==> config.mk <==
export PLATFORM = sky130hd
export DESIGN_NAME = cuppa_wvb_acq_ctrl
export DESIGN_NICKNAME = d
export VERILOG_FILES = /design/src/rtl/cuppa_wvb_acq_ctrl_pkg.sv /design/src/rtl/cuppa_wvb_cnst_timer.sv /design/src/rtl/cuppa_wvb_acq_ctrl.sv
export SDC_FILE = /design/constraint.sdc
export NUM_CORES = 1
export LEC_CHECK = 0
export BUFFER_PORTS_ARGS = -buffer_cell sky130_fd_sc_hd__buf_2
export CORE_MARGIN = 4
export CORE_UTILIZATION = 53
export CTS_CLUSTER_DIAMETER = 60
export CTS_CLUSTER_SIZE = 12
export DETAILED_ROUTE_END_ITERATION = 16
export HOLD_SLACK_MARGIN = 0.02
export PLACE_DENSITY = 0.73
export SETUP_SLACK_MARGIN = 0.3
export SLEW_MARGIN = 25
export SYNTH_ARGS = -nofsm -noshare
export SYNTH_HDL_FRONTEND = slang
export SYNTH_SLANG_ARGS = --single-unit
==> constraint.sdc <==
create_clock -name clk -period 3.25 [get_ports clk]
set_input_delay 0.325 -clock clk [delete_from_list [all_inputs] [get_ports clk]]
set_output_delay 0.325 -clock clk [all_outputs]
set_load 0.02 [all_outputs]
==> src/rtl/cuppa_wvb_acq_ctrl_pkg.sv <==
// Shared state encodings and trigger-source codes for the wvb acquisition sequencer.
package cuppa_wvb_acq_ctrl_pkg;

    typedef enum logic [2:0] {
        S_IDLE     = 3'd0,
        S_PREFILL  = 3'd1,
        S_ARMED    = 3'd2,
        S_TEST_DLY = 3'd3,
        S_CAPTURE  = 3'd4
    } acq_state_t;

    localparam logic [1:0] TRIG_SRC_NONE = 2'b00;
    localparam logic [1:0] TRIG_SRC_THR  = 2'b01;
    localparam logic [1:0] TRIG_SRC_TEST = 2'b10;
    localparam logic [1:0] TRIG_SRC_CNST = 2'b11;

endpackage

==> src/rtl/cuppa_wvb_cnst_timer.sv <==
// Free-running period timer for forced (constant) triggers; fire is a one-cycle
// pulse when the count reaches the period, after which counting restarts at 0.
module cuppa_wvb_cnst_timer
    import cuppa_wvb_acq_ctrl_pkg::*;
#(
    parameter int P_W = 15
) (
    input  logic           clk,
    input  logic           rst,
    input  logic           clear,
    input  logic           enable,
    input  logic [P_W-1:0] period,
    output logic           fire
);

    logic [P_W-1:0] count;

    // >= rather than == so a period lowered below the running count still fires
    assign fire = enable && !clear && (period != '0) && (count >= period);

    always_ff @(posedge clk) begin
        if (rst || clear || fire)
            count <= '0;
        else if (enable)
            count <= count + 1'b1;
    end

endmodule

==> src/rtl/cuppa_wvb_acq_ctrl.sv <==
// Acquisition sequencer for one wvb channel: trigger selection/qualification and
// generation of the pre+post trigger write-enable window.
module cuppa_wvb_acq_ctrl
    import cuppa_wvb_acq_ctrl_pkg::*;
#(
    parameter int P_PRE_W  = 6,
    parameter int P_POST_W = 15,
    parameter int P_LEN_W  = 16,
    parameter int P_MISS_W = 16
) (
    input  logic                clk,
    input  logic                rst,
    input  logic                arm,
    input  logic                trig_mode,
    input  logic                cnst_run,
    input  logic [P_POST_W-1:0] cnst_conf,
    input  logic [P_POST_W-1:0] test_conf,
    input  logic [P_POST_W-1:0] post_conf,
    input  logic [P_PRE_W-1:0]  pre_conf,
    input  logic                thr_trig,
    input  logic                sw_trig,
    input  logic                buf_afull,
    output logic                wr_en,
    output logic                evt_start,
    output logic                evt_end,
    output logic [1:0]          trig_src,
    output logic                armed,
    output logic [P_MISS_W-1:0] miss_cnt
);

    acq_state_t          state;
    logic [P_POST_W-1:0] cnt;
    logic [P_LEN_W-1:0]  len;
    logic [P_LEN_W-1:0]  evt_len;

    logic       last_cap, can_trig, busy;
    logic       thr_hit, sw_hit, cn_hit, tdly_fire, cnst_fire;
    logic       accept, drop, miss_inc;
    logic [1:0] fire_src;

    assign evt_len = P_LEN_W'(pre_conf) + P_LEN_W'(post_conf) + P_LEN_W'(1);

    // The final capture sample doubles as an armed cycle so back-to-back events abut.
    assign last_cap  = (state == S_CAPTURE) && (len == P_LEN_W'(1));
    assign can_trig  = arm && ((state == S_ARMED) || last_cap);
    assign thr_hit   = can_trig && !trig_mode && thr_trig;
    assign sw_hit    = can_trig && trig_mode && sw_trig;
    assign cn_hit    = can_trig && cnst_fire;
    assign tdly_fire = (state == S_TEST_DLY) && arm && (cnt == '0);
    assign busy      = (state == S_PREFILL) || (state == S_TEST_DLY) ||
                       ((state == S_CAPTURE) && !last_cap);

    cuppa_wvb_cnst_timer #(.P_W(P_POST_W)) u_cnst_timer (
        .clk    (clk),
        .rst    (rst),
        .clear  (!can_trig),
        .enable (cnst_run),
        .period (cnst_conf),
        .fire   (cnst_fire)
    );

    always_comb begin
        fire_src = TRIG_SRC_NONE;
        if (thr_hit)
            fire_src = TRIG_SRC_THR;
        else if (tdly_fire)
            fire_src = TRIG_SRC_TEST;
        else if (cn_hit && !sw_hit)
            fire_src = TRIG_SRC_CNST;
    end

    assign accept   = (fire_src != TRIG_SRC_NONE) && !buf_afull;
    assign drop     = (fire_src != TRIG_SRC_NONE) && buf_afull;
    assign miss_inc = drop || (busy && (thr_trig || sw_trig));

    always_ff @(posedge clk) begin
        if (rst) begin
            state     <= S_IDLE;
            cnt       <= '0;
            len       <= '0;
            wr_en     <= 1'b0;
            evt_start <= 1'b0;
            evt_end   <= 1'b0;
            trig_src  <= TRIG_SRC_NONE;
            armed     <= 1'b0;
            miss_cnt  <= '0;
        end else begin
            wr_en     <= 1'b0;
            evt_start <= 1'b0;
            evt_end   <= 1'b0;
            armed     <= 1'b0;
            if (miss_inc && (miss_cnt != '1))
                miss_cnt <= miss_cnt + 1'b1;

            if (accept) begin
                state     <= S_CAPTURE;
                len       <= evt_len;
                trig_src  <= fire_src;
                wr_en     <= 1'b1;
                evt_start <= 1'b1;
                evt_end   <= (evt_len == P_LEN_W'(1));
            end else begin
                case (state)
                    S_IDLE: begin
                        if (arm) begin
                            state <= S_PREFILL;
                            cnt   <= P_POST_W'(pre_conf);
                        end
                    end
                    S_PREFILL, S_TEST_DLY: begin
                        // A test fire that reached here was dropped on buf_afull.
                        if (!arm)
                            state <= S_IDLE;
                        else if (cnt == '0) begin
                            state <= S_ARMED;
                            armed <= 1'b1;
                        end else
                            cnt <= cnt - 1'b1;
                    end
                    S_ARMED, S_CAPTURE: begin
                        if ((state == S_CAPTURE) && !last_cap) begin
                            len     <= len - 1'b1;
                            wr_en   <= 1'b1;
                            evt_end <= (len == P_LEN_W'(2));
                        end else if (!arm)
                            state <= S_IDLE;
                        else if (sw_hit) begin
                            state <= S_TEST_DLY;
                            cnt   <= test_conf;
                        end else begin
                            state <= S_ARMED;
                            armed <= 1'b1;
                        end
                    end
                    default: state <= S_IDLE;
                endcase
            end
        end
    end

endmodule

==> impl_results.md <==
* Status: complete, no violations
* # rows at 35
* Comb power frac at between 10% and 20%
* Critical path class: reg -> reg
* Post-placement cell count at slightly above 800
* Iter 0 DRT Violations at between 200 and 300
* Antenna violations before repair at 0
* DRC Markers at 0
* Crit Path Max Fanout at 17
* Crit path buffers/inverters at 1
* CP startpoint kind: flip-flop
* Sequential-to-total area share from yosys stat at approximately 28%
* Post-route setup TNS at 0 ps
* Vias at 4765
* PortBufs at 80
* PnR Total Power at 1.93 mW
* Max-slew headroom at approximately 45%
* Root Driver: clkbuf_8
* Clock Power Share at 35.4%
* Top cell type's share of synthesized area at 28.2%
* DRT antenna net count at 0
* Clock sink total at 71
* Hold Fails Final Rpt at 0
* CTS Buf Count at 9
* EDFF count, synth at 0
* Tmin final at 2760 ps
* Fillcell total at about 850
* Mapped Nets at a little over 700
* Slew Viols, Final at 0
* Seq pwr share at between 40 and 50%
* Clock skew at between 10 and 15 ps
* P&R area growth vs syn at 13.2%
* Gate Count Post-Synth at between 600 and 700
* First-pass GRT wire length at 20800 µm
* P_int at ~1.4 mW
* P per Cell Area at between 300 and 400 nW/µm²
* CTS tree: built
* Vias in the first global route at roughly 4600
* Dominant cell type by area after synthesis: dfxtp_1
* DR WL/cell at 14.7 µm
* Top Ports at just over 80
* Crit path max-delay family: compound AO/OA/AOI/OAI gates
* WP data arrival at 2940 ps
* RSZ-0062 raised after global routing: true
* Main combinational cell family by area after synthesis: simple AND/OR/NAND/NOR gates
* Clock Path Buffers at 2
* Synth Area in Compound Gates at a little over a fifth
* GRT Total Usage at 22.3%
* Post-synth cell types at 74
* Post-synthesis register bit count at a little over 70
* NetSw at roughly 0.55 mW
* WL met2 at about 5700 µm
* Met3 WL at ~680 µm
* Post-Route WL at 12200 µm
* Yosys warns at 0
* Initial Util at 54.6%
* Post-DP HPWL at 8970 µm
* VDD IR-drop max at 178 µV
* GRT Residual Overflow at 0
* Critical-path top delay cell: a21o_1
* Max cap viols at 0
* Die X at between 100 and 150 µm
* Nets at around 780
* Synth Flop Type: dfxtp_1
* Final setup vio count at 0
* LEAKAGE at roughly 2.4 nW
* Sw Ratio at between 20% and 30%
* Max Fclk at 362 MHz
* Die area at approximately 11000 µm²
* Top cells by area, synth: dfxtp_1 28%, ha_1 6.7%, nor2_1 5.7%, a21oi_1 4.7%, xor2_1 4.2%
* Worst setup margin at ~500 ps
* Largest net degree at the start of global routing at 69
* Slew @ Worst Pin at 810 ps
* DR vias/cell at between 5 and 6
* Synth Area in Simple Gates at a little over a quarter
* Synth Area in Adders at 7.09%
* Post-Layout Cell Count at between 800 and 900
* Xor/xnor share of the synthesized area at 7.29%
* Uppermost layer routed: met4
* N_diodes at 0
* Fraction of synthesized area in multiplexers at 4.78%
* CORE AREA at 9240 µm²
* Post-synth ARST share at 0%
* Synth Area per Inst at 8.08 µm²
* Most frequent cells after synthesis: 76 x nor2_1, 71 x dfxtp_1, 47 x a21oi_1
* Most common cell in the netlist: nor2_1
* Max incr delay on CP at roughly 590 ps
* Worst slack at placement at between 400 and 500 ps
* Worst-Skew Late Latency at roughly 340 ps
* WP data required at 3430 ps
* Hold slack at 288 ps
* Final period utilization at 84.9%
* Worst hold-check path type: in -> reg
* Final GP Congestion at 0.871
* Floorplan die height at approximately 110 µm
* Cell Chain, Critical Path: inv_1, ha_1, nor3b_2, and3_2, and3_1, a21boi_4, a21o_1, a311oi_1
* Wire length on met1 at about 5600 µm
* Worst Setup End Kind: flip-flop
* H-tree Lvls at 3
* Syn Std Cell Area at 5050 µm²
* Reg clk slew, reported paths at about 80 ps
* Share of cells above drive strength 1 at a little under a fifth
* Hold-fix buffers, CTS at 0
* Pre-antenna DRT Iters at 5
cell families after synthesis:
group / after synthesis
simple gates: 253
compound gates: 151
flops: 71
buf+inv: 58
xor+xnor: 42
fa+ha+maj: 28
mux: 22
power groups by stage:
stage                     registers, mW  clock network, mW  logic [mW]
after floorplan                   0.916                  0       0.236
after global routing              0.904              0.737       0.384
after detailed placement          0.921                  0       0.331
after CTS                         0.901              0.703       0.334
final                             0.902              0.682       0.341
after global placement            0.920                  0       0.325
worst min-delay path, delay by kind of cell:
family | cells | cell delay, ps
buf+inv | 1 | 80
compound gates | 1 | 60
simple gates | 1 | 120
cell type report:
type / count / area, µm² / share of cell area [%]
clock buffers: 13 / 139 / 2.43
clock inverters: 3 / 43.8 / 0.766
inverters: 27 / 101 / 1.77
multi-input cells: 496 / 3360 / 58.8
flip-flops and latches: 71 / 1420 / 24.9
well taps: 129 / 161 / 2.82
repair buffers: 90 / 488 / 8.54
metal layers:
layer	track usage, %	vias up
met5	0	-
met4	7.03	0
met3	5.08	21
met2	36.1	145
met1	29.4	2187
li1	-	2412
metrics by stage:
step	cell area (µm²)	utilization [%]
after floorplan	5050	-
after global placement	5510	59.6
after detailed placement	5510	59.6
after CTS	5690	61.6
after global routing	5720	61.9
final	5720	61.9
registers in the layout, summed over array words and instances, names as in the netlist:
signal              flops
miss_cnt               16
trig_src                2
state                   3
cnt                    15
wr_en                   1
u_cnst_timer.count     15
evt_end                 1
evt_start               1
len                    16
armed                   1
timing repair:
| item | CTS | global route |
|---|---|---|
| resized for setup | 0 | 2 |
| setup buffers | 0 | 1 |
| endpoints found under the setup margin | 0 | 32 |
layout by cell type (no fill, tap or decap), types with 3 or more instances in the layout:
cell type  netlist  routed
o211a_1          4       4
o211ai_1         3       3
mux2_2           6       6
a221oi_1         5       5
a21o_1           3       3
and3_1          18      17
nor4_1           6       6
o21ai_0         19      19
or4_1            4       4
xor2_1          24      24
o31ai_1          3       3
mux2i_1          5       5
nor2b_1         20      20
ha_1            27      27
nand4_1         18      18
buf_4            0       9
xnor2_1         18      18
a211oi_1        25      25
inv_1           27      27
nand2_1         42      42
a21oi_1         47      47
clkbuf_1        17       4
a21oi_2          4       4
nand2b_1         6       6
nand3_1         23      23
o21a_1           4       4
nor3_1          15      15
nor3b_1          5       4
nor2_1          76      76
and2_1           3       3
mux2_1          11      11
clkbuf_8         0       9
buf_2            5      80
dfxtp_1         71      71
worst paths after layout:
kind	start	depth (start not counted)	slack (ps)	endpoint
max reg2reg	cnt[0]	8	490	len[11]
min	test_conf[8]	3	290	cnt[8]
min reg2reg	cnt[13]	2	480	cnt[13]
max	cnt[0]	8	490	len[11]
No activity file was read; power rests on OpenSTA's default activity.
